File: src/rtl/partition_sweep_pkg.sv
// Shared types and width helpers for the partition sweep engine.
// Optional build macro: SWEEP_TRACE_EN (adds a per-vector trace stream).
package partition_sweep_pkg;

    typedef enum logic [1:0] {
        IDLE  = 2'd0,
        APPLY = 2'd1,
        CHECK = 2'd2,
        DONE  = 2'd3
    } sweep_state_e;

    // One count per swept vector, plus a bit so 2^n_in itself fits.
    function automatic int err_cnt_w(input int n_in);
        return n_in + 1;
    endfunction

    // Each vector adds at most n_out differing bits.
    function automatic int ham_sum_w(input int n_in, input int n_out);
        return n_in + $clog2(n_out + 1);
    endfunction

    // Each vector adds at most 2^n_out-1.
    function automatic int abs_sum_w(input int n_in, input int n_out);
        return n_in + n_out;
    endfunction

    // Packs {pi, po_exact, po_approx}; the caller truncates to its record width.
    function automatic logic [63:0] pack_trace(input logic [31:0] pi,
                                               input logic [31:0] exact,
                                               input logic [31:0] approx,
                                               input int          n_out);
        return ({32'd0, pi} << (2 * n_out)) | ({32'd0, exact} << n_out) | {32'd0, approx};
    endfunction

endpackage

File: src/rtl/partition_sweep_engine_if.sv
// Host/partition bus of the sweep engine; master = host + partition pair, slave = engine.
// Optional build macro: SWEEP_TRACE_EN (adds trc_valid/trc_ready/trc_data).
interface partition_sweep_engine_if #(
    parameter int N_IN  = 7,
    parameter int N_OUT = 4
);
    localparam int ERR_W = partition_sweep_pkg::err_cnt_w(N_IN);
    localparam int HAM_W = partition_sweep_pkg::ham_sum_w(N_IN, N_OUT);
    localparam int ABS_W = partition_sweep_pkg::abs_sum_w(N_IN, N_OUT);

    logic             start;
    logic             abort;
    logic [N_IN-1:0]  pi;
    logic [N_OUT-1:0] po_exact;
    logic [N_OUT-1:0] po_approx;
    logic             busy;
    logic             done;
    logic             aborted;
    logic [ERR_W-1:0] err_cnt;
    logic [HAM_W-1:0] ham_sum;
    logic [ABS_W-1:0] abs_sum;
    logic [N_OUT-1:0] max_err;

`ifdef SWEEP_TRACE_EN
    logic                      trc_valid;
    logic                      trc_ready;
    logic [N_IN+2*N_OUT-1:0]   trc_data;

    modport master (output start, abort, po_exact, po_approx, trc_ready,
                    input  pi, busy, done, aborted, err_cnt, ham_sum, abs_sum, max_err,
                           trc_valid, trc_data);
    modport slave  (input  start, abort, po_exact, po_approx, trc_ready,
                    output pi, busy, done, aborted, err_cnt, ham_sum, abs_sum, max_err,
                           trc_valid, trc_data);
`else
    modport master (output start, abort, po_exact, po_approx,
                    input  pi, busy, done, aborted, err_cnt, ham_sum, abs_sum, max_err);
    modport slave  (input  start, abort, po_exact, po_approx,
                    output pi, busy, done, aborted, err_cnt, ham_sum, abs_sum, max_err);
`endif

endinterface

File: src/rtl/partition_sweep_engine_popcount.sv
// Combinational population count, used for the Hamming distance of one vector.
module sweep_popcount #(
    parameter int W = 4
) (
    input  logic [W-1:0]             vec,
    output logic [$clog2(W+1)-1:0]   cnt
);
    localparam int CW = $clog2(W + 1);

    // Sum the set bits of vec.
    always_comb begin
        // NOTE: the default comes first so no path through the block leaves cnt unassigned (no latch).
        cnt = '0;
        for (int i = 0; i < W; i++) begin
            cnt = cnt + CW'(vec[i]);
        end
    end
endmodule

File: src/rtl/partition_sweep_engine.sv
// Exhaustive sweep of 2^N_IN input vectors, comparing an exact and an approximate
// partition and accumulating mismatch count, Hamming sum, absolute-error sum and max error.
// Optional build macro: SWEEP_TRACE_EN (per-vector trace stream with back-pressure).
module partition_sweep_engine #(
    parameter int N_IN   = 7,
    parameter int N_OUT  = 4,
    parameter int SETTLE = 1
) (
    input logic                     clk,
    input logic                     rst_n,
    partition_sweep_engine_if.slave bus
);
    import partition_sweep_pkg::*;

    localparam int ERR_W = err_cnt_w(N_IN);
    localparam int HAM_W = ham_sum_w(N_IN, N_OUT);
    localparam int ABS_W = abs_sum_w(N_IN, N_OUT);
    localparam int PC_W  = $clog2(N_OUT + 1);
    localparam int SW    = $clog2(SETTLE + 1);
    localparam int VW    = N_IN + 1;
    localparam logic [SW-1:0] SETTLE_LAST = SW'(SETTLE - 1);
    localparam logic [VW-1:0] LAST_VEC    = VW'((2 ** N_IN) - 1);

    sweep_state_e     state, state_nxt;
    logic [VW-1:0]    vec_cnt;
    logic [SW-1:0]    settle_cnt;
    logic             done_r, aborted_r;
    logic [ERR_W-1:0] err_cnt_r;
    logic [HAM_W-1:0] ham_sum_r;
    logic [ABS_W-1:0] abs_sum_r;
    logic [N_OUT-1:0] max_err_r;

    logic [N_OUT-1:0] xor_vec;
    logic [PC_W-1:0]  ham_inc;
    logic [N_OUT:0]   diff;
    logic [N_OUT-1:0] abs_d;
    logic             fire;
    logic             last_vec;

    assign xor_vec  = bus.po_exact ^ bus.po_approx;
    assign diff     = {1'b0, bus.po_exact} - {1'b0, bus.po_approx};
    assign abs_d    = diff[N_OUT] ? N_OUT'(-diff) : N_OUT'(diff);
    assign last_vec = (vec_cnt == LAST_VEC);

    sweep_popcount #(.W(N_OUT)) u_popcount (
        .vec (xor_vec),
        .cnt (ham_inc)
    );

`ifdef SWEEP_TRACE_EN
    assign fire          = bus.trc_ready;
    assign bus.trc_valid = (state == CHECK);
    assign bus.trc_data  = (N_IN + 2 * N_OUT)'(pack_trace(32'(bus.pi), 32'(bus.po_exact),
                                                          32'(bus.po_approx), N_OUT));
`else
    assign fire = 1'b1;
`endif

    assign bus.pi      = vec_cnt[N_IN-1:0];
    assign bus.busy    = (state == APPLY) || (state == CHECK);
    assign bus.done    = done_r;
    assign bus.aborted = aborted_r;
    assign bus.err_cnt = err_cnt_r;
    assign bus.ham_sum = ham_sum_r;
    assign bus.abs_sum = abs_sum_r;
    assign bus.max_err = max_err_r;

    // State register.
    always_ff @(posedge clk or negedge rst_n) begin
        // NOTE: sequential state uses <= so every flop samples pre-edge values.
        if (!rst_n) state <= IDLE;
        else        state <= state_nxt;
    end

    // Next-state decode: abort beats everything while busy, start only acts when idle.
    always_comb begin
        state_nxt = state;
        unique case (state)
            IDLE, DONE: if (bus.start) state_nxt = APPLY;
            APPLY: begin
                if (bus.abort)                       state_nxt = IDLE;
                else if (settle_cnt == SETTLE_LAST)  state_nxt = CHECK;
            end
            CHECK: begin
                if (bus.abort)   state_nxt = IDLE;
                else if (fire)   state_nxt = last_vec ? DONE : APPLY;
            end
            default: state_nxt = IDLE;
        endcase
    end

    // Vector/settle counters, status flags and metric accumulators.
    always_ff @(posedge clk or negedge rst_n) begin
        if (!rst_n) begin
            vec_cnt    <= '0;
            settle_cnt <= '0;
            done_r     <= 1'b0;
            aborted_r  <= 1'b0;
            err_cnt_r  <= '0;
            ham_sum_r  <= '0;
            abs_sum_r  <= '0;
            max_err_r  <= '0;
        end else begin
            done_r <= 1'b0;
            unique case (state)
                IDLE, DONE: begin
                    if (bus.start) begin
                        vec_cnt    <= '0;
                        settle_cnt <= '0;
                        aborted_r  <= 1'b0;
                        err_cnt_r  <= '0;
                        ham_sum_r  <= '0;
                        abs_sum_r  <= '0;
                        max_err_r  <= '0;
                    end
                end
                APPLY: begin
                    if (bus.abort)                      aborted_r  <= 1'b1;
                    else if (settle_cnt == SETTLE_LAST) settle_cnt <= '0;
                    else                                settle_cnt <= settle_cnt + SW'(1);
                end
                CHECK: begin
                    if (bus.abort) begin
                        aborted_r <= 1'b1;
                    end else if (fire) begin
                        err_cnt_r <= err_cnt_r + ERR_W'(xor_vec != '0);
                        ham_sum_r <= ham_sum_r + HAM_W'(ham_inc);
                        abs_sum_r <= abs_sum_r + ABS_W'(abs_d);
                        if (abs_d > max_err_r) max_err_r <= abs_d;
                        if (last_vec) done_r  <= 1'b1;
                        else          vec_cnt <= vec_cnt + VW'(1);
                    end
                end
                default: ;
            endcase
        end
    end

endmodule
File: src/flat_wrapper.sv
// flat-port wrapper written by rule: the top's interface ports become plain ports
module partition_sweep_engine_flat import partition_sweep_pkg::*;
#(
    parameter int N_IN   = 7,
    parameter int N_OUT  = 4,
    parameter int SETTLE = 1
)
  (clk, rst_n, bus_start, bus_abort, bus_po_exact, bus_po_approx, bus_pi, bus_busy, bus_done, bus_aborted, bus_err_cnt, bus_ham_sum, bus_abs_sum, bus_max_err);
  partition_sweep_engine_if #(.N_IN(N_IN), .N_OUT(N_OUT)) bus_i ();
  input logic clk;
  input logic rst_n;
  input wire logic [$bits(bus_i.start)-1:0] bus_start;
  input wire logic [$bits(bus_i.abort)-1:0] bus_abort;
  input wire logic [$bits(bus_i.po_exact)-1:0] bus_po_exact;
  input wire logic [$bits(bus_i.po_approx)-1:0] bus_po_approx;
  output wire logic [$bits(bus_i.pi)-1:0] bus_pi;
  output wire logic [$bits(bus_i.busy)-1:0] bus_busy;
  output wire logic [$bits(bus_i.done)-1:0] bus_done;
  output wire logic [$bits(bus_i.aborted)-1:0] bus_aborted;
  output wire logic [$bits(bus_i.err_cnt)-1:0] bus_err_cnt;
  output wire logic [$bits(bus_i.ham_sum)-1:0] bus_ham_sum;
  output wire logic [$bits(bus_i.abs_sum)-1:0] bus_abs_sum;
  output wire logic [$bits(bus_i.max_err)-1:0] bus_max_err;
  assign bus_i.start = bus_start;
  assign bus_i.abort = bus_abort;
  assign bus_i.po_exact = bus_po_exact;
  assign bus_i.po_approx = bus_po_approx;
  assign bus_pi = bus_i.pi;
  assign bus_busy = bus_i.busy;
  assign bus_done = bus_i.done;
  assign bus_aborted = bus_i.aborted;
  assign bus_err_cnt = bus_i.err_cnt;
  assign bus_ham_sum = bus_i.ham_sum;
  assign bus_abs_sum = bus_i.abs_sum;
  assign bus_max_err = bus_i.max_err;
  partition_sweep_engine #(.N_IN(N_IN), .N_OUT(N_OUT), .SETTLE(SETTLE)) u_core (.clk(clk), .rst_n(rst_n), .bus(bus_i));
endmodule
File: config.mk
export PLATFORM = sky130hd
export DESIGN_NAME = partition_sweep_engine_flat
export DESIGN_NICKNAME = d
export VERILOG_FILES = /design/src/rtl/partition_sweep_pkg.sv /design/src/rtl/partition_sweep_engine_if.sv /design/src/rtl/partition_sweep_engine_popcount.sv /design/src/rtl/partition_sweep_engine.sv /design/src/flat_wrapper.sv
export SDC_FILE = /design/constraint.sdc
export NUM_CORES = 1
export LEC_CHECK = 0
export ABC_AREA = 1
export CAP_MARGIN = 20
export CORE_MARGIN = 1.5
export CORE_UTILIZATION = 55
export CTS_BUF_LIST = sky130_fd_sc_hd__clkbuf_4
export CTS_CLUSTER_SIZE = 28
export DETAILED_ROUTE_END_ITERATION = 8
export HOLD_SLACK_MARGIN = 0.02
export PLACE_DENSITY = 0.83
export SETUP_SLACK_MARGIN = 0.1
export SLEW_MARGIN = 20
export SYNTH_ARGS = -nofsm -noshare
export SYNTH_HDL_FRONTEND = slang
export SYNTH_SLANG_ARGS = --single-unit
File: constraint.sdc
create_clock -name clk -period 1.83 [get_ports clk]
set_input_delay 0.366 -clock clk [delete_from_list [all_inputs] [get_ports clk]]
set_output_delay 0.366 -clock clk [all_outputs]
set_load 0.005 [all_outputs]
# Word level (Yosys, flattened, before mapping)
# Cells that the tools add are included.
# word_totals
reg_bits	46
inputBits	12
out_inout_bits	43
elab_cells	77
# classes
add_sub_neg	10
n_lt_le_gt_ge	1
n_eq_ne	11
mux	32
bitwise	1
n_reduce_logical	13
# ops
op	count
two-way mux 8 bit	4
one-hot mux 8 bit (2 select lines)	2
two-way mux 11 bit	2
one-hot mux 11 bit (2 select lines)	1
two-way mux 10 bit	2
one-hot mux 10 bit (2 select lines)	1
two-way mux 4 bit	4
adder 11 x 4 -> 11 bit	1
adder 10 x 3 -> 10 bit	1
two-way mux 2 bit	5
!= test 2 bit, second input constant	5
adder 8 x 1 -> 8 bit	1
adder 8 x 1 -> 8 bit, second input constant	1
equality test 8 x 7 -> 1 bit, second input constant	1
one-hot mux 4 bit (2 select lines)	1
AND reduction 4 bit	2
two-way mux 1 bit	7
one-hot mux 2 bit (3 select lines)	1
AND reduction 3 bit	2
subtractor 4 x 4 -> 5 bit	1
equality test 2 bit, second input constant	2
> comparator 4 bit	1
negation 4 bit	1
one-hot mux 1 bit (2 select lines)	2
14 further kinds	17

# Logic depth before layout (Yosys ltp)
# Gate-level depths: netlist of run 1.
# depth
word_depth	7
ltp_mapped	20
mapped_depth_nobuf	20

# Hierarchy
# Synthesis of run 1 repeated with hierarchy kept, for this count alone.
# hier_totals
hier_cells	411
area_unflattened_um2	3081.7
# by_module_without_submodules
mod	instances	cells_each	area_per_inst_um2	seq_area_each_um2
partition_sweep_engine	1	403	3017.9	1126.1
sweep_popcount	1	8	63.8	0.0

# Worst setup path before layout of run 1
# OpenSTA, ideal clock, no wires.
# synth_path
path_kind	input-to-reg
from	input port bus_po_exact[0]
to	register u_core.abs_sum_r[5], in the netlist u_core.bus.abs_sum[5]
setup_ns	0.117
arrival_ns	2.530
t_required_ns	1.713
slack_ns	-0.817
cell_stages	18
path_buffers	0
path_cell_list	inv_1 > ha_1 > inv_1 > fa_1 > inv_1 > ha_1 > inv_1 > nand2_1 > xnor2_1 > ha_1 > nand2_1 > nand2_1 > a21boi_0 > nand2_1 > nand2_1 > nand2_1 > nand2_1 > nor2_1
# synth_between
elab_chain_cells	6
# synth_lines
item	line	source
start, declared	flat_wrapper.sv:14	input wire logic [$bits(bus_i.po_exact)-1:0] bus_po_exact;
subtractor 4 x 4 -> 5 bit *	partition_sweep_engine.sv:41	assign diff = {1'b0, bus.po_exact} - {1'b0, bus.po_approx};
negation 4 bit	partition_sweep_engine.sv:42	assign abs_d = diff[N_OUT] ? N_OUT'(-diff) : N_OUT'(diff);
two-way mux 4 bit *	partition_sweep_engine.sv:42	
adder 11 x 4 -> 11 bit *	partition_sweep_engine.sv:128	abs_sum_r <= abs_sum_r + ABS_W'(abs_d);
two-way mux 11 bit *	partition_sweep_engine.sv:123	if (bus.abort) begin
one-hot mux 11 bit (2 select lines) *	partition_sweep_engine.sv:105	unique case (state)
end signal, assigned	partition_sweep_engine.sv:128	
end, declared	partition_sweep_engine.sv:30	logic [ABS_W-1:0] abs_sum_r;
# Mark *: on every way between the ends. The rest lies on a longest branch, timed or not. The select of a mux whose other input is x is not followed.
# A chain may end at the register's enable or synchronous reset.

# Worst setup path in the final report of run 1
# Ends and elaborated chain as after synthesis.

==> impl_metrics.py, run 1 <==
metrics = {
    "run_status": {
        "outcome": "complete, but fails checks",
        "violations": "setup timing",
    },
    "yosys": {
        "yosys.area_share.simple_pct": 31.4,
        "synth_xor_area_share_pct": 1.46,
        "synth_nets": 435,
        "synth_cell_type_count": 34,
        "synth_area_sq_um": 3000,
        "yosysSeqAreaShare_pct": 37.5,
        "synthMuxAreaShare_pct": 0,
        "ys_warn_count": 0,
        "netlist_instances": 399,
        "async_flop_share_pct": 100,
        "synth_compound_area_share_pct": 8.05,
        "synth_top_family_by_area": "simple AND/OR/NAND/NOR gates",
        "synthFlopType": "dfrtp_1",
        "synth-edff-count": 0,
        "ys_ff_latch": 45,
        "syn_area_per_cell_sq_um": 7.52,
        "synthAdderAreaFrac_pct": 11.3,
    },
    "layout": {
        "antenna_cells": 0,
        "area_growth_pct": 54.0,
        "final_cell_mix": "nand2_1, buf_4, inv_1",
        "nFillCells": 213,
        "nNetsFinal": 544,
        "drive_above_1_share_pct": 34.4,
        "final_common_cell": "nand2_1",
    },
    "clock_tree": {
        "cts-root-buf": "clkbuf_4",
        "cts.path.max_buffers": 2,
        "cts_buffers": 5,
        "clk_pin_slew_ns": 0.13,
        "cts_tree": "done",
        "clock_latency_ns": 0.37,
        "cts.sinks": 45,
        "htree_levels": 2,
        "ctsHoldBuffers": 0,
    },
    "floorplanning": {
        "die_h_microns": 76.9,
        "core_area_sq_um": 5170,
        "die-area_sq_um": 5910,
        "num_rows": 26,
        "die_w_microns": 76.9,
        "io_pins": 55,
        "start_util_pct": 58.0,
    },
    "timing": {
        "fin_setup_tns_ns": -12.48,
        "finalCritPeriodShare_pct": 142,
        "fmax_ghz": 0.385,
        "setup_viol": 23,
        "fin_skew_ns": 0.0134,
        "slew_viol_final": 0,
        "fin_ws_ns": -0.769,
        "tightest_slew_ns": 0.609,
        "hold_viol_final": 0,
        "period_needed_ns": 2.60,
        "slew_headroom_pct": 59.4,
        "grt_setup_unrepaired": "yes",
    },
    "placed_design": {
        "dp_hpwl_microns": 5370,
        "pre_cts_ws_ns": -1.51,
        "gp_congestion": 0.864,
        "numPortBuffers": 54,
    },
    "power": {
        "irDropWorstVdd_v": 0.000716,
        "totalPowerFinal_mw": 5.37,
        "power_density_nw_per_um2": 1160,
        "cellLeakagePower_nw": 2.28,
    },
    "worst_setup_path": {
        "crit_type": "input port to register",
        "worstPathArrival_ns": 2.90,
        "critPathRequiredTime_ns": 2.13,
        "worst-path-max-fanout": 5,
        "critPathLaunchType": "input port",
        "r2r_cells": 10,
        "worst_setup_path_end_kind": "register",
    },
    "route": {
        "post_drt_via_cell_ratio": 6.19,
        "first_pass_iters": 6,
        "dr.first_iter.drc_count": 346,
        "post_drt_wl_per_cell_microns": 20.8,
        "routed_wl_microns": 12000,
        "drc": 0,
        "dr_total_vias": 3584,
        "antenna_left": 0,
    },
    "grt": {
        "grt-ovfl-total": 0,
        "grt_pass1_vias": 3189,
        "antenna_found_initial": 0,
        "grt_pass1_wl_microns": 14800,
        "grt_max_degree": 46,
        "track_usage_pct": 32.0,
    },
    "job": {
        "max_cap_violations": 0,
    },
    "hold_path": {
        "min_path_type": "input port to async pin",
    },
}
==> metal layers <==
layer | vias up | track usage [%] | share of wire [%]
li1 | 1508 | - | -
met3 | 84 | 4.17 | 9.0
met2 | 307 | 55.2 | 49
met5 | - | 0 | 0
met4 | 0 | 17.2 | 6.6
met1 | 1685 | 38.6 | 36
==> layout make-up <==
type | instances | area [sq um] | share of cell area (%)
timing repair buffer | 115 | 1050 | 22.7
inverter | 58 | 244 | 5.28
sequential | 45 | 1130 | 24.5
tap | 70 | 87.6 | 1.89
clock buffer | 6 | 45.0 | 0.975
clock inverter | 2 | 33.8 | 0.731
multi-input combinational | 283 | 2030 | 44.0
==> sequential cells by signal (all words and copies together) (netlist names) <==
register            flops
u_core.bus.aborted      1
u_core.bus.abs_sum     11
u_core.bus.done         1
u_core.bus.err_cnt      8
u_core.bus.ham_sum     10
u_core.bus.max_err      4
u_core.state            2
u_core.vec_cnt          8
==> cell usage after synthesis, types with 3 or more instances <==
cell     count  area share [%]
nand2_1    108              14
inv_1       56             7.0
dfrtp_1     45              38
nand3_1     37             6.2
nor2_1      37             4.6
ha_1        19             7.9
a21oi_1     13             2.2
o21ai_0     12             2.0
nand4_1     11             2.3
buf_4        9             2.3
nor3_1       7             1.2
a22o_1       5             1.5
fa_1         5             3.3
nor2_4       3             1.1
nor3b_1      3            0.75
o21ai_1      3            0.50
xor2_1       3            0.88
==> path summary, 6_finish.rpt <==
| check | slack (ns) | start | end |
|---|---|---|---|
| setup / recovery | -0.77 | bus_po_exact[0] | u_core.bus.abs_sum[5] |
| hold / removal | 0.06 | rst_n | u_core.bus.err_cnt[3] |
| hold reg to reg | 0.54 | u_core.bus.aborted | u_core.bus.aborted |
| min in group clk | 0.54 | u_core.bus.aborted | u_core.bus.aborted |
| max in group asynchronous | 1.31 | rst_n | u_core.bus.abs_sum[4] |
| setup reg to reg | -0.02 | u_core.bus.ham_sum[0] | u_core.bus.ham_sum[6] |
==> where the power goes <==
group	total [mW]	internal, mW	switching, mW	leakage [nW]
clock	0.641	0.300	0.342	0.0433
sequential	1.32	1.14	0.180	0.611
combinational	3.41	1.50	1.90	1.63
total	5.37	2.94	2.43	2.28
==> worst max-delay path, cell delays in order <==
cell and delay (ns):
buf_8 0.11, clkinv_8 0.03, ha_4 0.12, inv_4 0.03
fa_2 0.36, buf_4 0.15, nand2_1 0.12, nand3_1 0.15
nand2_2 0.14, inv_1 0.08, nand2_2 0.12, nand2_4 0.10
ha_4 0.31, nand2_1 0.07, inv_2 0.07, nand4_1 0.12
nand2_2 0.16, nand2_2 0.07, nand2_1 0.06, nand2_1 0.05
nor2_1 0.10
==> logic make-up after synthesis <==
kind of cell / count (synthesis)
AOI/OAI and AO/OA: 41
xor gates and xnor gates: 5
adders and majority gates: 24
buffers and inverters: 71
DFF: 45
and+or+nand+nor: 213
==> metrics by stage <==
stage,utilization [%],cells,area (sq um),hold WS [ns]
after floorplan,-,399,3080,0.0704
after global placement,74.1,538,3830,0.481
after detailed placement,74.1,538,3830,0.487
after CTS,82.5,557,4270,0.0850
after global routing,89.4,579,4620,0.116
final,89.4,579,4620,0.0635
==> timing repair <==
action / CTS / global route
endpoints found under the setup margin: 41 / 46
gates resized for setup: 91 / 58
buffers inserted: 13 / 23
pin swaps: 45 / 28
No activity file was read; power rests on OpenSTA's default activity.
==> run 2: changes to the inputs <==
- SLEW_MARGIN: 20 -> not set
==> results of run 2 <==
Same layout as run 1: the final DEF is identical, and so are final timing and power.
